<file path="src/rtl/regfile_scan_reader.sv">
`default_nettype none
// ============================================================================
// Module      : regfile_scan_reader
// Description : Walks register-file indices FIRST_REG..LAST_REG through a
//               combinational read port and emits each (index, value) pair
//               on a valid/ready stream. scan_hold stalls core register
//               writes for the whole scan so the dump is a coherent snapshot.
// Options     : REGFILE_SCAN_CHECKSUM_EN adds a wrapping running sum of all
//               accepted beats on the checksum output.
// Revision    : 1.0 - initial release
// ============================================================================
module regfile_scan_reader #(
    parameter int DATA_W    = 32,
    parameter int ADDR_W    = 5,
    parameter int FIRST_REG = 0,
    parameter int LAST_REG  = 31
) (
    input  logic              clk,
    input  logic              rst,
    input  logic              start,
    output logic [ADDR_W-1:0] rf_raddr,
    input  logic [DATA_W-1:0] rf_rdata,
    output logic              scan_hold,
    output logic              out_valid,
    input  logic              out_ready,
    output logic [ADDR_W-1:0] out_addr,
    output logic [DATA_W-1:0] out_data,
    output logic              busy,
    output logic              done
`ifdef REGFILE_SCAN_CHECKSUM_EN
    ,
    output logic [DATA_W-1:0] checksum
`endif
);

    localparam logic [1:0] c_s_idle    = 2'd0;
    localparam logic [1:0] c_s_read    = 2'd1;
    localparam logic [1:0] c_s_present = 2'd2;
    localparam logic [1:0] c_s_done    = 2'd3;

    localparam logic [ADDR_W-1:0] c_first_idx = ADDR_W'(FIRST_REG);
    localparam logic [ADDR_W-1:0] c_last_idx  = ADDR_W'(LAST_REG);
    localparam logic [ADDR_W-1:0] c_idx_one   = ADDR_W'(1);

    logic [1:0]        r_state;
    logic [ADDR_W-1:0] r_idx;
    logic              r_out_valid;
    logic [ADDR_W-1:0] r_out_addr;
    logic [DATA_W-1:0] r_out_data;
    logic              r_done;

    logic w_handshake;
    logic w_last;

    // A beat is accepted only while it is being presented.
    assign w_handshake = (r_state == c_s_present) && r_out_valid && out_ready;
    // Compare against LAST_REG instead of detecting wrap, so the top index is legal.
    assign w_last      = (r_idx == c_last_idx);

    // Scan sequencer: READ captures the read port, PRESENT holds the beat until accepted.
    always_ff @(posedge clk or posedge rst) begin
        if (rst) begin
            r_state     <= c_s_idle;
            r_idx       <= c_first_idx;
            r_out_valid <= 1'b0;
            r_out_addr  <= '0;
            r_out_data  <= '0;
            r_done      <= 1'b0;
        end else begin
            case (r_state)
                c_s_idle: begin
                    r_done <= 1'b0;
                    if (start) begin
                        r_idx   <= c_first_idx;
                        r_state <= c_s_read;
                    end
                end
                c_s_read: begin
                    r_out_data  <= rf_rdata;
                    r_out_addr  <= r_idx;
                    r_out_valid <= 1'b1;
                    r_state     <= c_s_present;
                end
                c_s_present: begin
                    if (w_handshake) begin
                        r_out_valid <= 1'b0;
                        if (w_last) begin
                            r_done  <= 1'b1;
                            r_state <= c_s_done;
                        end else begin
                            r_idx   <= r_idx + c_idx_one;
                            r_state <= c_s_read;
                        end
                    end
                end
                c_s_done: begin
                    r_done  <= 1'b0;
                    r_state <= c_s_idle;
                end
                default: begin
                    r_state     <= c_s_idle;
                    r_out_valid <= 1'b0;
                    r_done      <= 1'b0;
                end
            endcase
        end
    end

`ifdef REGFILE_SCAN_CHECKSUM_EN
    logic [DATA_W-1:0] r_checksum;

    // Running sum of accepted beats; restarts on every accepted start, wraps on overflow.
    always_ff @(posedge clk or posedge rst) begin
        if (rst) begin
            r_checksum <= '0;
        end else if ((r_state == c_s_idle) && start) begin
            r_checksum <= '0;
        end else if (w_handshake) begin
            r_checksum <= r_checksum + r_out_data;
        end
    end

    assign checksum = r_checksum;
`endif

    assign rf_raddr  = r_idx;
    assign scan_hold = (r_state != c_s_idle);
    assign busy      = (r_state != c_s_idle);
    assign out_valid = r_out_valid;
    assign out_addr  = r_out_addr;
    assign out_data  = r_out_data;
    assign done      = r_done;

endmodule
`default_nettype wire

</file>
<file path="config.mk">
export PLATFORM = sky130hd
export DESIGN_NAME = regfile_scan_reader
export DESIGN_NICKNAME = d
export VERILOG_FILES = /design/src/rtl/regfile_scan_reader.sv
export SDC_FILE = /design/constraint.sdc
export NUM_CORES = 1
export LEC_CHECK = 0
export CORE_MARGIN = 5
export CORE_UTILIZATION = 62
export CTS_BUF_LIST = sky130_fd_sc_hd__clkbuf_8 sky130_fd_sc_hd__clkbuf_16
export CTS_CLUSTER_DIAMETER = 30
export DETAILED_ROUTE_END_ITERATION = 12
export DONT_BUFFER_PORTS = 1
export GPL_ROUTABILITY_DRIVEN = 0
export PLACE_DENSITY = 0.78
export SKIP_CTS_REPAIR_TIMING = 1
export SLEW_MARGIN = 20
export SYNTH_ARGS = -nofsm -noshare
export SYNTH_HDL_FRONTEND = slang
export SYNTH_SLANG_ARGS = --single-unit
</file>
<file path="constraint.sdc">
create_clock -name clk -period 3 [get_ports clk]
set_clock_uncertainty 0.15 [all_clocks]
set_input_delay 0.6 -clock clk [delete_from_list [all_inputs] [get_ports clk]]
set_output_delay 0.6 -clock clk [all_outputs]
set_load 0.01 [all_outputs]
</file>
* Word-level counts from Yosys, hierarchy flattened
Index checks and enable logic that the tools add are counted.
** Storage, ports and cells
- Register bits :: 46
- Input bits :: 36
- Output and inout port bits :: 46
** Cells by class
- Mux-type cells :: 13
- Reductions and logical operators :: 12
- $add $sub $neg :: 1
- Equal/unequal tests :: 8
** Operator list (number)
- $mux 5 :: 3
- $pmux 5 s2 :: 1
- $ne 2x2->1 const B :: 4
- $pmux 2 s4 :: 1
- $reduce_bool 2->1 :: 4
- $mux 2 :: 3
- $add 5x1->5 const B :: 1
- $eq 5x5->1 const B :: 1
- $eq 2x2->1 const B :: 2
- $pmux 1 s2 :: 2
- $reduce_and 2->1 :: 2
- $reduce_and 4->1 :: 1
- $mux 1 :: 3
- $reduce_and 3->1 :: 1
- $eq 2x1->1 const B :: 1
- $logic_and 1x1->1 :: 2
- $logic_not 2->1 :: 1
- $reduce_or 2->1 :: 1

* Logic depth before layout (Yosys ltp)
Gate-level depths: netlist of run 1.
- Word-level depth :: 5
- Gate-level depth with buffers :: 6

* Worst setup path after synthesis of run 1
Ideal clock, no wire load.
- Path type :: register -> register
- From :: reg r_idx[0], in the netlist rf_raddr[0]
- To :: reg r_idx[0], in the netlist rf_raddr[0]
- Path buffers :: 0
- Setup time :: 0.101 ns
- Path slack :: 0.997 ns
- Data arrival time :: 1.753 ns
- Cell stages (with the launch flop) :: 7
- Data required time :: 2.749 ns
- Period minus slack after synthesis :: 2.003 ns
- Cell sequence :: dfrtp_1 ha_1 and3_1 ha_1 nand3b_2 or2_4 o311ai_2
** On the way
- Word-level cells in the longest chain between the ends :: 4
** RTL lines
- start, declared :: line 46 : logic [ADDR_W-1:0] r_idx;
- start signal, assigned :: line 64 : r_idx <= c_first_idx;
- start signal, assigned :: line 74 : r_idx <= c_first_idx;
- start signal, assigned :: line 91 : r_idx <= r_idx + c_idx_one;
- $add 5x1->5 :: line 91
- $mux 5 :: line 87 : if (w_last) begin
- $mux 5 :: line 85 : if (w_handshake) begin
- $pmux 5 s2 :: line 70 : case (r_state)
Parallel ways exist; a longest one is shown, timed or not. The select of a mux whose other input is x is not followed.
A chain may end at the register's enable or synchronous reset.

* Worst setup path in the final report of run 1
Same ends and word-level chain as after synthesis.

==> impl_metrics.yaml, run 1 <==
clock_network:
  numCtsBuffers: 5
  cts.sinks: 46
  clockRootBuffer: "clkbuf_8"
  cts_tree: "built"
  clk_pin_slew_ps: 80
  cts_max_level: 2
  clock_path_buffers: 2
  clk-insertion-delay-late_ps: 280
setup_path:
  cp_max_fo: 8
  crit_required_ps: 3040
  r2r_cells: 6
  r2r_start: "rf_raddr[0]$_DFFE_PP0P_"
  critPathLaunch: "rf_raddr[0]$_DFFE_PP0P_"
  cp-start-kind: "flop"
  worst-setup-path-type: "flop to flop"
  cp.arrival_ps: 2220
  cp-end-kind: "flop"
synth:
  ys_seq_area_share_pct: 59.1
  avgSynthCellArea_um2: 13.8
  synth_fp_nets: 184
  synth-seq-cells: 46
  ys_types: 23
  yosys_warnings: 0
  synth_area_mm2: 0.00195
  synthCells: 141
floorplan:
  die_h_um: 66.1
  die_w_um: 66.1
  row_count: 20
  core_mm2: 0.00303
  io_pins: 82
  die-area_mm2: 0.00436
  initial_utilization_pct: 64.3
sta:
  fmax_ghz: 0.459
  setup_viol: 0
  min_period_over_period_pct: 72.7
  rsz0062_at_grt: "false"
  layout_setup_ws_ps: 819
  fin_crit_ps: 2180
  worst_pin_slew_ps: 903
  maxSlewHeadroom_pct: 39.7
  finalMaxSlewViolations: 0
  hold_violations: 0
  setup-tns-final_ps: 0
place:
  io_buffers: 0
  dp_hpwl_um: 2510
  placed_area_mm2: 0.00197
  dp.cells: 179
  dp_worst_setup_slack_ps: 852
routing:
  vias: 1056
  drc_errors: 0
  vias_per_cell: 5.65
  wl_um: 3310
  postRouteAntennaNets: 0
  wire_per_inst_um: 17.7
  drtIter0Drc: 43
  drtPass1Iterations: 4
cells_and_area:
  num-nets-final: 185
  antenna_cells: 0
  drive_gt1_share_pct: 9.09
  syn2layout_area_growth_pct: 5.97
  final_area_mm2: 0.00206
  fill_cells: 227
  final_cell_count_no_fill: 187
global_routing:
  overflow: 0
  grt_max_degree: 47
  antenna_found_initial: 0
  grt_pass1_wl_um: 5230
  grtUsageTotal_pct: 15.7
  grt_pass1_vias: 1140
power_and_ir_drop:
  ir_drop_mv: 0.771
  power_density_mw_per_mm2: 1040
  total_leakage_power_nw: 0.924
outcome:
  status: "complete, no violations"
run:
  cap_violations: 0
min_path:
  holdCritPathClass: "input port to asynchronous set/reset pin"
[cells in the mapped netlist (all sizes together)]
| master | number | area (um^2) |
|---|---|---|
| nor2b | 1 | 6.26 |
| ha | 7 | 87.6 |
| dfrtp | 46 | 1150 |
| mux2 | 37 | 417 |
| o211ai | 5 | 37.5 |
| o32a | 1 | 10.0 |
| inv | 8 | 30.0 |
| and3 | 1 | 6.26 |
| o22ai | 2 | 12.5 |
| nand2 | 9 | 33.8 |
| o311ai | 2 | 25.0 |
| or3 | 2 | 12.5 |
| buf | 6 | 32.5 |
| mux2i | 1 | 10.0 |
| or2 | 1 | 8.76 |
| nand3 | 5 | 25.0 |
| nand3b | 1 | 11.3 |
| nor2 | 2 | 7.51 |
| o2bb2ai | 1 | 8.76 |
| a21oi | 3 | 15.0 |
[cell usage in the layout, fill, tap and decap left out, types with 2 or more instances in the layout]
cell / Yosys / layout
a21oi_1: 3 / 3
clkbuf_8: 0 / 6
dfrtp_1: 46 / 46
ha_1: 7 / 6
inv_1: 7 / 7
inv_2: 1 / 2
mux2_1: 37 / 37
nand2_1: 9 / 9
nand3_1: 5 / 5
nor2_1: 2 / 2
o211ai_1: 5 / 5
o22ai_1: 2 / 2
or3_1: 2 / 2
[worst max-delay path, cell delays in order (launching register included)]
cell      delay, ps
dfrtp_1         490
ha_1            260
and3_1          210
ha_1            170
nand3b_2        290
or2_4           300
o311ai_2        210
[per-stage QoR]
step                      total power [mW]  util [%]  hold WS [ps]
final                                 2.16      68.2           243
after global routing                  2.32      68.2           244
after CTS                             2.20      68.2           251
after detailed placement              1.84      65.2           401
after global placement                1.79      65.2           372
after floorplan                       1.69         -           350
[flip-flops by register name, summed over array words and instances, names as in the netlist]
signal,cells
out_data,32
out_addr,5
rf_raddr,5
r_state,2
done,1
out_valid,1
[final cells by class]
type	count	area (um^2)	area share, %
multi-input cells	81	737	35.7
clock buffers	6	82.6	4.00
flip-flops and latches	46	1150	55.8
clock inverters	2	8.76	0.424
inverters	8	30.0	1.45
well taps	44	55.1	2.67
[cell families after synthesis]
| family | after synthesis | share of synthesized area [%] |
|---|---|---|
| adders and majority gates | 7 | 4.50 |
| AOI/OAI and AO/OA | 14 | 5.59 |
| DFF | 46 | 59.1 |
| buffers and inverters | 14 | 3.21 |
| muxes | 38 | 21.9 |
| and+or+nand+nor | 22 | 5.72 |
[report_power, final]
part | leakage [nW] | total, mW | switching [mW] | internal, mW
logic | 0.311 | 0.610 | 0.312 | 0.298
clock network | 0.0524 | 0.360 | 0.177 | 0.182
registers | 0.560 | 1.19 | 0.302 | 0.885
[metal layers]
metal | vias to the layer above | GRT usage (%) | share of wire (%)
met1 | 513 | 16.7 | 37
met5 | - | 0 | 0
met2 | 48 | 28.7 | 52
li1 | 493 | - | -
met4 | 0 | 3.81 | 0.33
met3 | 2 | 6.29 | 11
[path summary, 6_finish.rpt]
kind | endpoint | slack [ps]
worst max-delay path | rf_raddr[0]$_DFFE_PP0P_ | 820
worst min-delay path | out_data[8]$_DFFE_PP0P_ | 240
worst max register to register | rf_raddr[0]$_DFFE_PP0P_ | 820
worst min register to register | out_data[10]$_DFFE_PP0P_ | 420
max in group asynchronous | out_data[31]$_DFFE_PP0P_ | 1900
min in group clk | out_valid$_DFFE_PP0P_ | 260
Note: power is estimated with default switching activity, not from simulation.
==> run 2, diff against run 1 <==
--- a/config.mk
+++ b/config.mk
@@ -6,13 +6,13 @@
 export NUM_CORES = 1
 export LEC_CHECK = 0
 export CORE_MARGIN = 5
-export CORE_UTILIZATION = 62
+export CORE_UTILIZATION = 55
 export CTS_BUF_LIST = sky130_fd_sc_hd__clkbuf_8 sky130_fd_sc_hd__clkbuf_16
 export CTS_CLUSTER_DIAMETER = 30
 export DETAILED_ROUTE_END_ITERATION = 12
 export DONT_BUFFER_PORTS = 1
 export GPL_ROUTABILITY_DRIVEN = 0
-export PLACE_DENSITY = 0.78
+export PLACE_DENSITY = 0.73
 export SKIP_CTS_REPAIR_TIMING = 1
 export SLEW_MARGIN = 20
 export SYNTH_ARGS = -nofsm -noshare
==> constraint.sdc (replaced) <==
create_clock -name clk -period 1.75 [get_ports clk]
set_clock_uncertainty 0.15 [all_clocks]
set_input_delay 0.35 -clock clk [delete_from_list [all_inputs] [get_ports clk]]
set_output_delay 0.35 -clock clk [all_outputs]
set_load 0.01 [all_outputs]
==> run 2 against run 1 <==
  * The flow now finishes with violations (negative setup slack)
  * Sequential share of layout area down 5.2 points
  * Highest routed layer unchanged
  * Maximum frequency up 18%
  * Routed wire length up 17%
  * Register-to-register slack worse by 920 ps
  * Clock-buffer cell count down 1
  * Clock power up 110%
  * First-iteration DRC count up 98%
  * Worst setup slack worse by 920 ps
  * Die area up 11%
==> impl_metrics.yaml, run 2 (synthesized netlist as in run 1, its figures left out) <==
power_and_ir_drop:
  report.power.total_mw: 4.07
  power_density_mw_per_mm2: 1780
  total_leakage_power_nw: 1.02
  ir_drop_mv: 0.910
global_routing:
  grt_pass1_vias: 1212
  grt_max_degree: 24
  overflow: 0
  grt_pass1_wl_um: 6280
  grt-busiest-layer: "met2"
  gr-usage-met2_pct: 27.8
  grtUsageMet1_pct: 17.9
  antenna_found_initial: 0
  grt_util_met3_pct: 6.52
  grtUsageTotal_pct: 16.1
sta:
  maxSlewHeadroom_pct: 68.6
  fin_crit_ps: 1850
  worst_pin_slew_ps: 458
  setup_viol: 5
  fmax_ghz: 0.541
  hold_ws_ps: 37.2
  finalMaxSlewViolations: 0
  min_period_over_period_pct: 106
  layout_setup_ws_ps: -99.3
  rsz0062_at_grt: "true"
  hold_violations: 0
routing:
  wire_per_inst_um: 18.9
  wl_um: 3860
  vias: 1171
  vias_per_cell: 5.74
  drtPass1Iterations: 4
  postRouteAntennaNets: 0
  drtIter0Drc: 85
  drc_errors: 0
setup_path:
  cp-start-kind: "flop"
  cpPeakStageDelay_ps: 440
  critical-path-top-delay-family: "flip-flops"
  r2r_cells: 7
  r2r_start: "rf_raddr[0]$_DFFE_PP0P_"
  critPathLaunch: "rf_raddr[0]$_DFFE_PP0P_"
  rrSetupSlack_ps: -100
  crit_required_ps: 1760
  r2r-end: "rf_raddr[2]$_DFFE_PP0P_"
  path_cells: "ha_4, and3_4, ha_4, nand3b_4, buf_4, o211ai_1, o211ai_1"
  cp_slowest_cell: "dfrtp_2"
  path_buf_inv: 1
  cp-end-kind: "flop"
  cp.arrival_ps: 1860
  cp_max_fo: 5
  worst-setup-path-type: "flop to flop"
floorplan:
  die_w_um: 69.5
  core_mm2: 0.00339
  initial_utilization_pct: 57.5
  io_pins: 82
  die_h_um: 69.5
  die-area_mm2: 0.00483
  row_count: 21
cells_and_area:
  syn2layout_area_growth_pct: 17.1
  antenna_cells: 0
  num-nets-final: 200
  largest_reg_flops: 32
  drive_gt1_share_pct: 20.3
  layout_commonest_cell: "dfrtp_1"
  final_area_mm2: 0.00228
  final_cell_mix: "dfrtp_1 (45), mux2_1 (37), buf_4 (11)"
clock_network:
  clk-insertion-delay-late_ps: 290
  cts_max_level: 2
  clock_path_buffers: 2
  cts_tree: "built"
  clk_pin_slew_ps: 80
  numCtsBuffers: 5
  clockRootBuffer: "clkbuf_8"
  cts.sinks: 46
place:
  dp_worst_setup_slack_ps: -92.8
  io_buffers: 0
  dp_hpwl_um: 2950
  placed_area_mm2: 0.00212
min_path:
  worst_hold_path.num_cells: 1
  hold_path_end: "out_data[4]$_DFFE_PP0P_"
  worstHoldStart: "rf_rdata[4]"
  holdCritPathClass: "input port to flop"
outcome:
  failed_checks: "negative setup slack"
  status: "complete, but fails checks"
run:
  cap_violations: 0
[run 2: power breakdown]
part | internal, mW | switching, mW | leakage, nW
registers | 1.52 | 0.514 | 0.559
clock network | 0.415 | 0.323 | 0.0607
logic | 0.665 | 0.632 | 0.397
total | 2.60 | 1.47 | 1.02
[run 2: metal layers]
layer,share of wire (%),up-vias
met4,1.2,0
met1,37,583
met5,0,-
li1,-,525
met2,52,58
met3,10,5
[run 2: layout make-up]
cell class | count | area (um^2)
Tap cell | 46 | 57.6
Inverter | 8 | 30.0
Timing Repair Buffer | 15 | 143
Sequential cell | 46 | 1150
Fill cell | 216 | 1110
Clock inverter | 3 | 37.5
Clock buffer | 5 | 68.8
Multi-Input combinational cell | 81 | 792
[run 2: stage by stage]
step                      std cells  TNS [ps]  util, %
after floorplan                 141      -149        -
after global placement          193     -19.5     62.6
after detailed placement        193      -237     62.6
after CTS                       201      -348     65.7
after global routing            204      -556     67.3
final                           204      -316     67.3
[run 2: how the worst max path moves through the flow]
stage | cells after the start | slack [ps] | end
3_5_place_dp | 6 | -90 | rf_raddr[0]$_DFFE_PP0P_
3_3_place_gp | 6 | -20 | rf_raddr[0]$_DFFE_PP0P_
2_1_floorplan | 6 | -90 | rf_raddr[0]$_DFFE_PP0P_
6_report | 7 | -100 | rf_raddr[2]$_DFFE_PP0P_
5_1_grt | 6 | -140 | rf_raddr[0]$_DFFE_PP0P_
4_1_cts | 6 | -110 | rf_raddr[0]$_DFFE_PP0P_
